===== src/rtl/fft_frame_sequencer.sv =====
// fft_frame_sequencer: streams the stored sample record into the FFT core as sop/eop-framed frames.
// Define FFT_SEQ_ZERO_PAD_EN to zero-pad the final partial frame instead of dropping the trailing samples.
module fft_frame_sequencer #(
  parameter int LENGTH = 14400,
  parameter int DATA_WIDTH = 32,
  parameter int FFT_POINTS = 1024,
  parameter int ADDR_WIDTH = 20
) (
  input  logic                         clock,
  input  logic                         reset,
  input  logic                         start,
  input  logic                         abort,
  output logic                         mem_rd_en,
  output logic [ADDR_WIDTH-1:0]        mem_rd_addr,
  input  logic signed [DATA_WIDTH-1:0] mem_rd_data,
  output logic signed [DATA_WIDTH-1:0] out_data,
  output logic                         out_valid,
  input  logic                         out_ready,
  output logic                         out_sop,
  output logic                         out_eop,
  output logic [15:0]                  frame_index,
  output logic                         busy,
  output logic                         done
);
`ifdef FFT_SEQ_ZERO_PAD_EN
  localparam int FRAMES = (LENGTH + FFT_POINTS - 1) / FFT_POINTS;
  localparam int READS = LENGTH;
`else
  localparam int FRAMES = LENGTH / FFT_POINTS;
  localparam int READS = FRAMES * FFT_POINTS;
`endif
  localparam int TOTAL = FRAMES * FFT_POINTS;
  localparam int PW = $clog2(FFT_POINTS);
  typedef enum logic [1:0] {IDLE, STREAM, DRAIN} state_t;
  state_t state, state_d;
  logic [31:0] slot, sent;
  logic [ADDR_WIDTH-1:0] addr;
  logic [PW-1:0] pos;
  logic signed [DATA_WIDTH-1:0] f [2];
  logic signed [DATA_WIDTH-1:0] in_data;
  logic [1:0] cnt;
  logic wp, rp, inflight, inflight_pad;
  logic issue, pad, xfer, last, push, pop;
  assign mem_rd_addr = addr;
  // Padding slots travel through the read pipeline like real reads so ordering and timing stay uniform.
  always_comb begin
    in_data = inflight_pad ? '0 : mem_rd_data;
    out_valid = cnt != 2'd0 || inflight;
    out_data = cnt != 2'd0 ? f[rp] : (inflight ? in_data : '0);
    out_sop = out_valid && pos == '0;
    out_eop = out_valid && pos == PW'(FFT_POINTS - 1);
    xfer = out_valid && out_ready;
    last = xfer && sent == 32'(TOTAL - 1);
    pad = slot >= 32'(READS);
    issue = state == STREAM && !abort && (cnt + {1'b0, inflight}) < 2'd2;
    mem_rd_en = issue && !pad;
    pop = xfer && cnt != 2'd0;
    push = inflight && !(xfer && cnt == 2'd0);
    busy = state != IDLE;
    state_d = state;
    if (abort) state_d = IDLE;
    else if (state == IDLE && start) state_d = TOTAL == 0 ? IDLE : STREAM;
    else if (state == STREAM && issue && slot == 32'(TOTAL - 1)) state_d = DRAIN;
    else if (state == DRAIN && last) state_d = IDLE;
  end
  always_ff @(posedge clock) if (push) f[wp] <= in_data;
  always_ff @(posedge clock) begin
    if (reset) begin
      state <= IDLE;
      slot <= '0;
      sent <= '0;
      addr <= '0;
      pos <= '0;
      wp <= 1'b0;
      rp <= 1'b0;
      cnt <= 2'd0;
      inflight <= 1'b0;
      inflight_pad <= 1'b0;
      frame_index <= '0;
      done <= 1'b0;
    end else begin
      state <= state_d;
      inflight <= issue;
      inflight_pad <= pad;
      if (push) wp <= ~wp;
      if (pop) rp <= ~rp;
      cnt <= cnt + {1'b0, push} - {1'b0, pop};
      if (issue) slot <= slot + 32'd1;
      if (mem_rd_en && addr != ADDR_WIDTH'(READS - 1)) addr <= addr + 1'b1;
      if (xfer) begin
        sent <= sent + 32'd1;
        pos <= pos + 1'b1;
        if (out_eop && frame_index != 16'hFFFF) frame_index <= frame_index + 16'd1;
      end
      if (last && !abort) done <= 1'b1;
      if (abort) begin
        cnt <= 2'd0;
        wp <= 1'b0;
        rp <= 1'b0;
        inflight <= 1'b0;
      end else if (state == IDLE && start) begin
        slot <= '0;
        sent <= '0;
        addr <= '0;
        pos <= '0;
        frame_index <= '0;
        done <= TOTAL == 0;
      end
    end
  end
endmodule


===== config.mk =====
export PLATFORM = sky130hd
export DESIGN_NAME = fft_frame_sequencer
export DESIGN_NICKNAME = d
export VERILOG_FILES = /design/src/rtl/fft_frame_sequencer.sv
export SDC_FILE = /design/constraint.sdc
export NUM_CORES = 1
export LEC_CHECK = 0
export CELL_PAD_IN_SITES_DETAIL_PLACEMENT = 1
export CELL_PAD_IN_SITES_GLOBAL_PLACEMENT = 1
export CORE_MARGIN = 5
export CORE_UTILIZATION = 43
export CTS_CLUSTER_SIZE = 10
export DETAILED_ROUTE_END_ITERATION = 7
export PLACE_DENSITY_LB_ADDON = 0.1
export SLEW_MARGIN = 15
export SYNTH_ARGS = -nofsm -noshare
export SYNTH_HDL_FRONTEND = slang
export SYNTH_SLANG_ARGS = --single-unit
export TNS_END_PERCENT = 50

===== constraint.sdc =====
create_clock -name clock -period 3.7 [get_ports clock]
set_input_delay 0.74 -clock clock [delete_from_list [all_inputs] [get_ports clock]]
set_output_delay 0.74 -clock clock [all_outputs]
set_load 0.1 [all_outputs]

==> impl_metrics.json, run 1 <==
{
  "crit_required_ns": 2.96,
  "seq_power_share_pct": 51.9,
  "rows": 52,
  "yosys.area.top_type": "dfxtp_1",
  "clock-skew-final_ns": 0.0109,
  "pwr-share-comb_pct": 4.3,
  "synthCells": 923,
  "hold_path.class": "reg2reg",
  "synth_xor_area_share_pct": 6.83,
  "start_kind": "input pin",
  "num-fill-cells": 2303,
  "ant_nets": 0,
  "clkPwrFrac_pct": 43.8,
  "dp_hpwl_um": 14800,
  "irDropWorstVdd_mv": 0.279,
  "whs_ns": 0.487,
  "crit_type": "in2out",
  "r2r_slack_ns": 1.11,
  "firstDrtPassIters": 4,
  "fp.dieH_um": 152,
  "yosys.area.top_type_share_pct": 27.6,
  "fmax_ghz": 0.314,
  "wl_um": 21800,
  "maxCapViolations": 0,
  "synth-main-ff-cell": "dfxtp_1",
  "fp.dieW_um": 152,
  "grt_pass1_wl_um": 36400,
  "cts.sinks": 184,
  "power_density_mw_per_mm2": 379,
  "clkLatencyLatePin_ns": 0.43,
  "nets": 1069,
  "swShare_pct": 23.2,
  "rsz0062_at_grt": "false",
  "cts.clk_slew.worst_paths_ns": 0.07,
  "drc": 0,
  "cts-root-buf": "clkbuf_16",
  "gr-total-overflow": 0,
  "worstPathMaxFanout": 4,
  "synth_area_mm2": 0.00871,
  "r2r_start": "inflight",
  "io_buffers": 110,
  "synth_area_leaders": "dfxtp_1, edfxtp_1, xnor2_1",
  "drive_gt1_share_pct": 10.0,
  "postSynthAreaPerCell_um2": 9.44,
  "layout_common_cells": "dfxtp_1, nor2_1, clkdlybuf4s50_1",
  "ys_seq_area_share_pct": 49.6,
  "vias": 7118,
  "muxShareOfSynthArea_pct": 4.71,
  "finalNonFillerCells": 1306,
  "synth_edf_count": 64,
  "hold_buffers": 0,
  "worstMarginPinSlew_ns": 1.01,
  "synth-seq-cells": 184,
  "period_minus_slack_ns": 3.18,
  "core_mm2": 0.0201,
  "die_area_mm2": 0.0232,
  "synth.distinct_cells": 54,
  "io_pins": 111,
  "hold_start": "slot[31]",
  "start_util_pct": 43.3,
  "layout_commonest_cell": "dfxtp_1",
  "cts_tree": "built",
  "grt_pass1_vias": 7239,
  "cts_setup_buffers": 0,
  "internal_power_w": 0.00310,
  "cts_buffers": 17,
  "htree_levels": 4,
  "cts_max_path_buffers": 2,
  "grt_max_degree": 67,
  "grt_use_total_pct": 18.5,
  "setup_viol": 0,
  "post-route-period-util_pct": 86.0,
  "final_max_slew_viol_count": 0,
  "drt_iter0_drc": 323,
  "synth_top_family_by_area": "simple AND/OR/NAND/NOR gates",
  "finalHoldViolCount": 0,
  "end_kind": "primary output",
  "dpl.cell_count": 1274,
  "p_switching_w": 0.000936,
  "worst_ep_arrival_time_ns": 2.44,
  "antenna_found_initial": 0,
  "yosys.area_share.adder_pct": 1.29,
  "outcome": "finished clean",
  "place.gp.congestion": 0.763,
  "wl_per_cell_um": 16.7,
  "synth_nets": 969,
  "yosysWarnings": 0,
  "power.leakage_nw": 3.44,
  "n_antenna_cell": 0,
  "yosys.area_share.simple_pct": 26.2,
  "relSlewSlack_pct": 32.0,
  "via_per_inst": 5.45,
  "ys_async_sr_fraction_pct": 0,
  "syn_to_final_growth_pct": 22.1,
  "synth_compound_area_share_pct": 7.88,
  "ctsResizeCount": 0,
  "worstSetupStartpoint": "abort"
}
per-layer routing:
layer	GRT usage, %	part of all wire (%)
met1	23.2	47
met2	33.0	50
met3	3.95	2.7
met4	3.85	0.67
met5	0	0
synth_stat cells, drive strengths merged, types with 2 or more instances:
| library cell | instances |
|---|---|
| o21ai | 45 |
| nand2b | 9 |
| o2111ai | 2 |
| nand4 | 34 |
| nor2b | 33 |
| xnor2 | 54 |
| nor4 | 31 |
| mux2i | 41 |
| xor2 | 14 |
| edfxtp | 64 |
| nand3 | 62 |
| nor2 | 94 |
| nand2 | 57 |
| or2 | 4 |
| and2 | 6 |
| o211ai | 3 |
| and4b | 2 |
| a211oi | 5 |
| or4 | 19 |
| or3 | 13 |
| ha | 9 |
| inv | 31 |
| o31ai | 12 |
| a31o | 5 |
| buf | 10 |
| o21a | 3 |
| nor3b | 4 |
| a21oi | 34 |
| dfxtp | 120 |
| clkbuf | 37 |
| and3 | 15 |
| and4 | 11 |
| nor3 | 30 |
stage by stage:
| step | utilization [%] | cell area [um^2] | setup slack, ns | setup TNS (ns) | total power (W) |
|---|---|---|---|---|---|
| after floorplan | - | 8710 | -0.247 | -3.57 | 0.00224 |
| after global placement | 50.1 | 10100 | 0.503 | 0 | 0.00231 |
| after detailed placement | 50.1 | 10100 | 0.489 | 0 | 0.00231 |
| after CTS | 52.9 | 10600 | 0.490 | 0 | 0.00408 |
| after global routing | 52.9 | 10600 | 0.379 | 0 | 0.00418 |
| final | 52.9 | 10600 | 0.517 | 0 | 0.00403 |
sequential cells by signal (all words and copies together) (netlist names), named ones only:
register      cells
inflight          1
mem_rd_addr      20
f                64
inflight_pad      1
slot             32
pos              10
state             2
sent             32
wp                1
done              1
rp                1
cnt               2
frame_index      16
layout make-up:
cell class	instances	area (um^2)	share of cell area (%)
Sequential cell	184	4330	40.7
Timing Repair Buffer	128	1170	11.0
Clock buffer	17	425	4.00
Clock inverter	15	141	1.33
Multi-Input combinational cell	661	4120	38.7
Tap cell	270	338	3.18
Inverter	31	116	1.09
kinds of logic (layout without fill, tap and decap cells):
kind of cell             Yosys count  after routing
AND/OR/NAND/NOR                  427            427
flip-flops                       184            184
AO/OA/AOI/OAI                    116            116
buffers and inverters             78            191
XOR/XNOR                          68             68
multiplexers                      41             41
adder cells (fa/ha/maj)            9              9
worst max-delay path: stages:
cell and delay (ns):
clkdlybuf4s50_1 0.47, nor3b_2 0.27, o21ai_1 0.13, or4_4 0.50, inv_1 0.14, buf_12 0.19
final timing paths:
check                                 endpoint  cells past startpoint
worst min-delay path                  slot[31]                      2
worst max-delay path                 mem_rd_en                      6
worst min register to register        slot[31]                      2
worst max register to register  frame_index[2]                      6
power by group through the flow:
stage,combinational (W),clock (W),sequential [W]
after global placement,0.000170,0,0.00214
after CTS,0.000174,0.00181,0.00209
after global routing,0.000185,0.00190,0.00209
after floorplan,0.0000964,0,0.00214
after detailed placement,0.000173,0,0.00214
final,0.000172,0.00177,0.00209
Note: power is estimated with default switching activity, not from simulation.
==> inputs of run 2 (changes only) <==
Settings changed: CTS_CLUSTER_DIAMETER set to 30.
==> results of run 2 <==
No change in the layout: final DEF, timing and power equal those of run 1.
